$ cat config.mk
export PLATFORM = sky130hd
export DESIGN_NAME = ps2_message_composer_flat
export DESIGN_NICKNAME = d
export VERILOG_FILES = /design/src/rtl/ps2_message_composer_if.sv /design/src/rtl/ps2_message_composer.sv /design/src/flat_wrapper.sv
export SDC_FILE = /design/constraint.sdc
export NUM_CORES = 1
export LEC_CHECK = 0
export CAP_MARGIN = 30
export CORE_MARGIN = 2
export CORE_UTILIZATION = 53
export DETAILED_ROUTE_END_ITERATION = 6
export PLACE_DENSITY = 0.8
export SLEW_MARGIN = 20
export SYNTH_ARGS = -nofsm -noshare
export SYNTH_HDL_FRONTEND = slang
export SYNTH_SLANG_ARGS = --single-unit
$ cat constraint.sdc
create_clock -name clock -period 3.46 [get_ports clock]
set_input_delay 0.519 -clock clock [delete_from_list [all_inputs] [get_ports clock]]
set_output_delay 0.519 -clock clock [all_outputs]
set_load 0.03 [all_outputs]
$ cat src/rtl/ps2_message_composer_if.sv
// Keystroke-in / message-out bundle between the PS/2 front end, the composer
// and the gpio_protocol sender.
interface ps2_message_composer_if #(
  parameter int unsigned MAX_CHARS = 16
);
  localparam int unsigned MSG_W = 8 * MAX_CHARS;
  localparam int unsigned LEN_W = $clog2(MAX_CHARS + 1);

  logic             enable;
  logic             clear;
  logic             key_valid;
  logic [7:0]       key_ascii;
  logic             send_ready;
  logic [MSG_W-1:0] message;
  logic [LEN_W-1:0] length;
  logic             send_valid;
  logic             sent;
  logic             timeout;
  logic             overflow;

  modport master (
    output enable, clear, key_valid, key_ascii, send_ready,
    input  message, length, send_valid, sent, timeout, overflow
  );

  modport slave (
    input  enable, clear, key_valid, key_ascii, send_ready,
    output message, length, send_valid, sent, timeout, overflow
  );
endinterface

$ cat src/rtl/ps2_message_composer.sv
// Line editor: collects ASCII keystrokes into a padded 16-char buffer, supports
// backspace, and hands the buffer to the sender on Enter via valid/ready.
module ps2_message_composer #(
  parameter int unsigned MAX_CHARS    = 16,
  parameter logic [7:0]  PAD_CHAR     = 8'h20,
  parameter int unsigned SEND_TIMEOUT = 50_000_000,
  parameter int unsigned CNT_W        = 26
) (
  input  logic                   clock,
  input  logic                   RESETN,
  ps2_message_composer_if.slave  bus
);
  localparam int unsigned MSG_W = 8 * MAX_CHARS;
  localparam int unsigned LEN_W = $clog2(MAX_CHARS + 1);
  localparam logic [LEN_W-1:0] LEN_MAX  = LEN_W'(MAX_CHARS);
  localparam logic [CNT_W-1:0] CNT_LAST = CNT_W'(SEND_TIMEOUT - 1);
  localparam logic [MSG_W-1:0] PAD_MSG  = {MAX_CHARS{PAD_CHAR}};

  typedef enum logic {EDIT, SEND} state_t;

  state_t           state_q, state_d;
  logic [MSG_W-1:0] msg_q, msg_d;
  logic [LEN_W-1:0] len_q, len_d;
  logic [CNT_W-1:0] cnt_q, cnt_d;
  logic             send_valid_q, send_valid_d;
  logic             sent_q, sent_d;
  logic             timeout_q, timeout_d;
  logic             overflow_q, overflow_d;
  logic             key_valid_q;
  logic             key_armed_q;
  logic             accept;
  logic             printable;

  // key_armed_q stays low until key_valid is seen low, so a key held through
  // reset release does not look like a fresh rising edge.
  assign accept    = bus.key_valid & ~key_valid_q & key_armed_q & bus.enable & (state_q == EDIT);
  assign printable = (bus.key_ascii >= 8'h20) && (bus.key_ascii <= 8'h7E);

  always_ff @(posedge clock or negedge RESETN) begin
    if (!RESETN) begin
      state_q      <= EDIT;
      msg_q        <= PAD_MSG;
      len_q        <= '0;
      cnt_q        <= '0;
      send_valid_q <= 1'b0;
      sent_q       <= 1'b0;
      timeout_q    <= 1'b0;
      overflow_q   <= 1'b0;
      key_valid_q  <= 1'b0;
      key_armed_q  <= 1'b0;
    end else begin
      state_q      <= state_d;
      msg_q        <= msg_d;
      len_q        <= len_d;
      cnt_q        <= cnt_d;
      send_valid_q <= send_valid_d;
      sent_q       <= sent_d;
      timeout_q    <= timeout_d;
      overflow_q   <= overflow_d;
      key_valid_q  <= bus.key_valid;
      key_armed_q  <= key_armed_q | ~bus.key_valid;
    end
  end

  // Next-state: clear dominates, then per-state editing / send handshake.
  always_comb begin
    state_d    = state_q;
    msg_d      = msg_q;
    len_d      = len_q;
    cnt_d      = cnt_q;
    sent_d     = 1'b0;
    timeout_d  = 1'b0;
    overflow_d = 1'b0;

    if (bus.clear) begin
      state_d = EDIT;
      msg_d   = PAD_MSG;
      len_d   = '0;
      cnt_d   = '0;
    end else begin
      unique case (state_q)
        EDIT: begin
          if (accept) begin
            if (printable) begin
              if (len_q < LEN_MAX) begin
                for (int unsigned i = 0; i < MAX_CHARS; i++) begin
                  if (LEN_W'(i) == len_q) msg_d[8*i +: 8] = bus.key_ascii;
                end
                len_d = len_q + 1'b1;
              end else begin
                overflow_d = 1'b1;
              end
            end else if ((bus.key_ascii == 8'h08) && (len_q != '0)) begin
              for (int unsigned i = 0; i < MAX_CHARS; i++) begin
                if (LEN_W'(i) == (len_q - 1'b1)) msg_d[8*i +: 8] = PAD_CHAR;
              end
              len_d = len_q - 1'b1;
            end else if ((bus.key_ascii == 8'h0D) && (len_q != '0)) begin
              state_d = SEND;
              cnt_d   = '0;
            end
          end
        end
        SEND: begin
          if (bus.send_ready) begin
            sent_d  = 1'b1;
            msg_d   = PAD_MSG;
            len_d   = '0;
            state_d = EDIT;
          end else if (cnt_q == CNT_LAST) begin
            timeout_d = 1'b1;
            state_d   = EDIT;
          end else begin
            cnt_d = cnt_q + 1'b1;
          end
        end
        default: state_d = EDIT;
      endcase
    end

    send_valid_d = (state_d == SEND);
  end

  assign bus.message    = msg_q;
  assign bus.length     = len_q;
  assign bus.send_valid = send_valid_q;
  assign bus.sent       = sent_q;
  assign bus.timeout    = timeout_q;
  assign bus.overflow   = overflow_q;
endmodule

$ cat src/flat_wrapper.sv
// flat-port wrapper written by rule: the top's interface ports become plain ports
module ps2_message_composer_flat 
#(
  parameter int unsigned MAX_CHARS    = 16,
  parameter logic [7:0]  PAD_CHAR     = 8'h20,
  parameter int unsigned SEND_TIMEOUT = 50_000_000,
  parameter int unsigned CNT_W        = 26
)
  (clock, RESETN, bus_enable, bus_clear, bus_key_valid, bus_key_ascii, bus_send_ready, bus_message, bus_length, bus_send_valid, bus_sent, bus_timeout, bus_overflow);
  ps2_message_composer_if #(.MAX_CHARS(MAX_CHARS)) bus_i ();
  input  logic clock;
  input  logic RESETN;
  input wire logic [$bits(bus_i.enable)-1:0] bus_enable;
  input wire logic [$bits(bus_i.clear)-1:0] bus_clear;
  input wire logic [$bits(bus_i.key_valid)-1:0] bus_key_valid;
  input wire logic [$bits(bus_i.key_ascii)-1:0] bus_key_ascii;
  input wire logic [$bits(bus_i.send_ready)-1:0] bus_send_ready;
  output wire logic [$bits(bus_i.message)-1:0] bus_message;
  output wire logic [$bits(bus_i.length)-1:0] bus_length;
  output wire logic [$bits(bus_i.send_valid)-1:0] bus_send_valid;
  output wire logic [$bits(bus_i.sent)-1:0] bus_sent;
  output wire logic [$bits(bus_i.timeout)-1:0] bus_timeout;
  output wire logic [$bits(bus_i.overflow)-1:0] bus_overflow;
  assign bus_i.enable = bus_enable;
  assign bus_i.clear = bus_clear;
  assign bus_i.key_valid = bus_key_valid;
  assign bus_i.key_ascii = bus_key_ascii;
  assign bus_i.send_ready = bus_send_ready;
  assign bus_message = bus_i.message;
  assign bus_length = bus_i.length;
  assign bus_send_valid = bus_i.send_valid;
  assign bus_sent = bus_i.sent;
  assign bus_timeout = bus_i.timeout;
  assign bus_overflow = bus_i.overflow;
  ps2_message_composer #(.MAX_CHARS(MAX_CHARS), .PAD_CHAR(PAD_CHAR), .SEND_TIMEOUT(SEND_TIMEOUT), .CNT_W(CNT_W)) u_core (.clock(clock), .RESETN(RESETN), .bus(bus_i));
endmodule
==> results.toml, run 1 <==
[clock_network]
cts_setup_buffers = 0
clock_latency_ns = 0.44
cts_root_buffer = "clkbuf_16"
clock-sinks = 165
htree_levels = 4
clkTransAtPathRegs_ns = 0.06
cts.path.max_buffers = 2
cts_made_buffers = 17
cts_tree = "done"
cts_hold_buf = 0
cts.repair.resized = 0

[power]
p_leak_nw = 4.52
power_density_nw_per_um2 = 466
peakVddDrop_v = 0.000388

[grt]
grtUsageTotal_pct = 29.8
grt_max_degree = 73
grt_pass1_wl_mm = 39.5
grt_pass1_vias = 7389
grt_overflow_total = 0
antenna_found_initial = 1

[die]
initial_core_util_pct = 54.0
num_rows = 46
coreArea_um2 = 15800
dieArea_um2 = 17100
die_h_um = 131
pin_count = 151
dieWidth_um = 131

[setup_path]
startpoint_type = "flip-flop"
critPathMaxStageDelay_ns = 0.46
critPathMaxFanout = 9
crit_type = "reg -> reg"
critPathSlowestCell = "dfrtp_1"
end_kind = "flip-flop"
critPathRequiredTime_ns = 3.78
crit_arrival_ns = 3.20
crit_path_cell_trace = "inv_1 -> ha_1 -> nor3b_1 -> xnor2_1 -> nand3_1 -> o21a_1 -> a221o_1"

[run]
drv_cap = 0

[layout]
multi_input_area_um2 = 3890
seqCellArea_um2 = 4150
syn_to_final_growth_pct = 28.3
nets = 1084
fillers = 1258
drive_above_1_share_pct = 11.4
num_antenna_cells = 0
stdcell_count = 1292

[synthesis]
seq_area_frac_synth_pct = 48.7
ys_seq_elements = 165
synth_top_cell_area_share_pct = 43.8
synth.distinct_cells = 69
async_reset_ff_share_pct = 100
synth_edf_count = 0
synthTopCellsByCount = "a21oi_1, dfrtp_1, nand2_1"
synth_area_um2 = 8520
synth_top_area_cell = "dfrtp_1"
synth_cells = 920
synthTopCellsByArea = "dfrtp_1, a21oi_1, dfstp_2"
avgSynthCellArea_um2 = 9.26
syn-num-nets = 941
synth_flop_cell = "dfrtp_1"
yosysMostFrequentCell = "a21oi_1"
synth_warnings = 0

[timing]
setup_viol = 0
clock.fmax_mhz = 347
relSlewSlack_pct = 46.2
fin_crit_sh_pct = 83.4
slew_violations = 0
worst_pin_slew_ns = 0.803
fin_setup_tns_ns = 0
finalClockSkew_ns = 0.0113
hold_violations = 0
period_minus_slack_ns = 2.88
rsz0062_at_grt = "no"

[detailed_routing]
drt_iter0_drc = 901
wl_met1_mm = 10.7
postRouteAntennaNets = 0
dr_wl_met3_mm = 2.37
route.met2.wl_mm = 11.5
vias = 8133
finalWirelength_mm = 25.2
via_per_inst = 6.29
highest_layer = "met5"
drc = 0
dr.pass1.iters = 7
wl_per_cell_um = 19.5

[placement]
portBuffers = 150
globalplace.congestion = 0.941
placed_cells = 1259
dpl.hpwl_mm = 17.1

[worst_hold_path]
worstHoldPathType = "in -> async"

[outcome]
status = "completed"
[kinds of logic (layout without fill, tap and decap cells)]
group | Yosys count | count (layout) | synth area share [%]
AOI/OAI and AO/OA | 395 | 395 | 29.3
xor gates and xnor gates | 1 | 1 | 0.103
adders and majority gates | 7 | 7 | 1.03
buffers and inverters | 109 | 265 | 5.66
DFF | 165 | 165 | 48.7
muxes | 1 | 1 | 0.118
and+or+nand+nor | 242 | 242 | 15.1
[layout by cell type (no fill, tap or decap), types with 14 or more instances in the layout]
cell type and n:
inv_1 43, a22o_1 18, a22oi_1 23, nand2_1 68
o21ai_2 16, a21boi_0 16, o21a_1 14, dfstp_2 16
dfrtp_1 149, nor2_1 40, clkbuf_16 17, a21oi_1 158
a31oi_1 45, o21ai_0 35, buf_4 37, nand3_1 26
clkdlybuf4s50_1 149
[registers in the layout, indices dropped and copies added, names as in the netlist]
name                 count
u_core.bus.length        5
u_core.bus.message     128
u_core.bus.overflow      1
u_core.bus.sent          1
u_core.bus.timeout       1
u_core.cnt_q            26
u_core.key_armed_q       1
u_core.key_valid_q       1
u_core.state_q           1
[per-layer routing]
layer	global-route usage, %	vias to the layer above
li1	-	3670
met1	42.2	3934
met2	45.1	471
met3	7.13	56
met4	10.4	2
met5	0	-
[path summary, 6_finish.rpt]
| path | start | endpoint | slack, ns | cells after the start |
|---|---|---|---|---|
| max in group asynchronous | RESETN | u_core.bus.message[85] | 2.51 | 2 |
| setup / recovery | u_core.bus.length[1] | u_core.bus.message[3] | 0.58 | 7 |
| min in group clock | u_core.key_armed_q | u_core.key_armed_q | 0.47 | 1 |
| setup reg to reg | u_core.bus.length[1] | u_core.bus.message[3] | 0.58 | 7 |
| hold reg to reg | u_core.key_armed_q | u_core.key_armed_q | 0.47 | 1 |
| hold / removal | RESETN | u_core.bus.message[87] | 0.08 | 1 |
[worst max-delay path: cells and delay by family (launching register included)]
family / cells / cell delay [ns]
compound gates: 2 / 0.77
simple gates: 2 / 0.71
flops: 1 / 0.46
fa+ha+maj: 1 / 0.36
xor+xnor: 1 / 0.27
buf+inv: 1 / 0.20
[through the flow]
stage          total power [mW]  hold WS (ns)  instance area, µm²  setup WS [ns]  utilization, %
6_report                   5.09        0.0789               10900          0.575            69.3
5_1_grt                    5.26         0.143               10900          0.356            69.3
4_1_cts                    5.07         0.115               10900          0.620            69.2
3_5_place_dp               3.04         0.452               10300          0.216            65.2
3_3_place_gp               3.02         0.453               10300          0.174            65.1
2_1_floorplan              2.67         0.223                8520          0.885               -
[layout make-up]
class	instances	area share, %
Clock inverter	12	1.61
Inverter	43	1.48
Sequential cell	165	38.0
Tap cell	216	2.47
Clock buffer	20	4.18
Timing Repair Buffer	190	16.7
Multi-Input combinational cell	646	35.6
[power by group]
part           internal [mW]  switching [mW]
clock                   1.25           0.808
combinational          0.324           0.636
sequential              1.99          0.0800
total                   3.56            1.52
Power figures use the tool's default switching activity.
==> run 2: changes to the inputs <==
Settings changed: CORE_UTILIZATION 53 to 48, PLACE_DENSITY 0.8 to 0.77.
Clock period 3.46 ns to 2.6 ns, I/O delays scaled along.
==> results.toml, run 2 (synthesis results as in run 1) <==
[layout]
final_common_cell = "a21oi_1"
nets = 1133
drive_above_1_share_pct = 15.4
syn_to_final_growth_pct = 32.7
largest_reg_flops = 128
design_area_um2 = 11300
num_antenna_cells = 0
final_cell_mix = "a21oi_1, clkdlybuf4s50_1, dfrtp_1, buf_4, nand2_1"

[power]
p_leak_nw = 4.75
power_density_nw_per_um2 = 593
power_mw = 6.70
peakVddDrop_v = 0.000563

[timing]
layout_setup_ws_ns = 0.146
finalClockSkew_ns = 0.00635
whs_ns = -0.0156
rsz0062_at_grt = "no"
clock.fmax_mhz = 408
fin_crit_sh_pct = 94.4
setup_viol = 0
slew_violations = 0
worst_pin_slew_ns = 0.840
period_minus_slack_ns = 2.45
hold_violations = 31
relSlewSlack_pct = 43.8

[detailed_routing]
via_per_inst = 6.09
drt_iter0_drc = 727
postRouteAntennaNets = 0
finalWirelength_mm = 25.7
dr.pass1.iters = 5
wl_per_cell_um = 19.1
vias = 8227
drc = 0

[setup_path]
crit_type = "reg -> reg"
ff2ff_setup_slack_ns = 0.15
startpoint_type = "flip-flop"
crit_arrival_ns = 2.77
startpoint = "u_core.cnt_q[9]"
regToRegEndpoint = "u_core.cnt_q[2]"
r2r_start = "u_core.cnt_q[9]"
critPathMaxFanout = 6
end_kind = "flip-flop"
critPathRequiredTime_ns = 2.91
endpoint = "u_core.cnt_q[2]"
worstRegToRegCells = 6

[clock_network]
cts_setup_buffers = 0
cts_made_buffers = 17
cts.path.max_buffers = 2
clkTransAtPathRegs_ns = 0.06
cts_hold_buf = 0
clock-sinks = 165
htree_levels = 4
cts_root_buffer = "clkbuf_16"
cts.repair.resized = 0
clock_latency_ns = 0.43
cts_tree = "done"

[placement]
dpl.hpwl_mm = 17.8
portBuffers = 150
placed_area_um2 = 10700
dpl_worst_slack_ns = -0.122
globalplace.congestion = 0.977

[die]
dieArea_um2 = 18800
initial_core_util_pct = 49.2
dieWidth_um = 137
pin_count = 151
num_rows = 48
die_h_um = 137
coreArea_um2 = 17300

[grt]
grt_pass1_vias = 7622
grt_overflow_total = 0
grt_max_degree = 70
antenna_found_initial = 0
grtUsageTotal_pct = 27.9
grt_pass1_wl_mm = 40.8

[run]
drv_cap = 0

[worst_hold_path]
worstHoldPathType = "in -> async"

[outcome]
status = "complete, but fails checks"
violations = "hold timing"
run 2: cell types whose count changed in the layout (fill, tap and decap cells not counted), moves of 2 or more:
cell	delta
buf_12	+4
buf_4	+47
bufinv_16	-2
clkbuf_8	-2
clkinvlp_4	+2
inv_6	+3
run 2: critical path: stages (launching register included):
cell and delay (ns):
dfrtp_1 0.43, or4b_1 0.54, or4_4 0.47, o21ai_0 0.36, buf_4 0.22, nor3b_1 0.05
a221o_1 0.26
run 2: per-layer routing:
metal,wire length (µm),track usage (%),vias to the layer above,share of wire (%)
met5,0,0,-,0
met1,11400,41.2,3969,44
met2,11500,41.7,437,45
met4,646,10.4,0,2.5
li1,-,-,3774,-
met3,2160,4.30,47,8.4
run 2: report_power, final:
| part | leakage [nW] | total, mW | internal, mW | switching [mW] |
|---|---|---|---|---|
| Clock | 0.274 | 2.53 | 1.42 | 1.10 |
| Combinational | 2.24 | 1.45 | 0.530 | 0.921 |
| Sequential | 2.24 | 2.72 | 2.65 | 0.0682 |
run 2: cell type report:
class                           count  area [µm²]
Multi-Input combinational cell    646        3890
Tap cell                          225         282
Inverter                           43         161
Fill cell                        1427        5990
Sequential cell                   165        4150
Clock inverter                     14         153
Clock buffer                       18         429
Timing Repair Buffer              239        2230
run 2: how the worst min path moves through the flow:
stage / startpoint / to / cells after the start
floorplan: RESETN / u_core.bus.length[0] / 0
detailed placement: RESETN / u_core.bus.message[8] / 1
global placement: RESETN / u_core.bus.message[15] / 1
CTS: RESETN / u_core.bus.message[8] / 1
global route: RESETN / u_core.bus.message[87] / 1
finish: RESETN / u_core.bus.message[8] / 1
run 2: per-stage QoR:
step,setup TNS (ns),utilization [%],cells
floorplan,0,-,920
global placement,-0.364,62.0,1318
detailed placement,-0.736,62.0,1318
CTS,0,65.3,1350
global route,0,65.3,1350
finish,0,65.3,1350
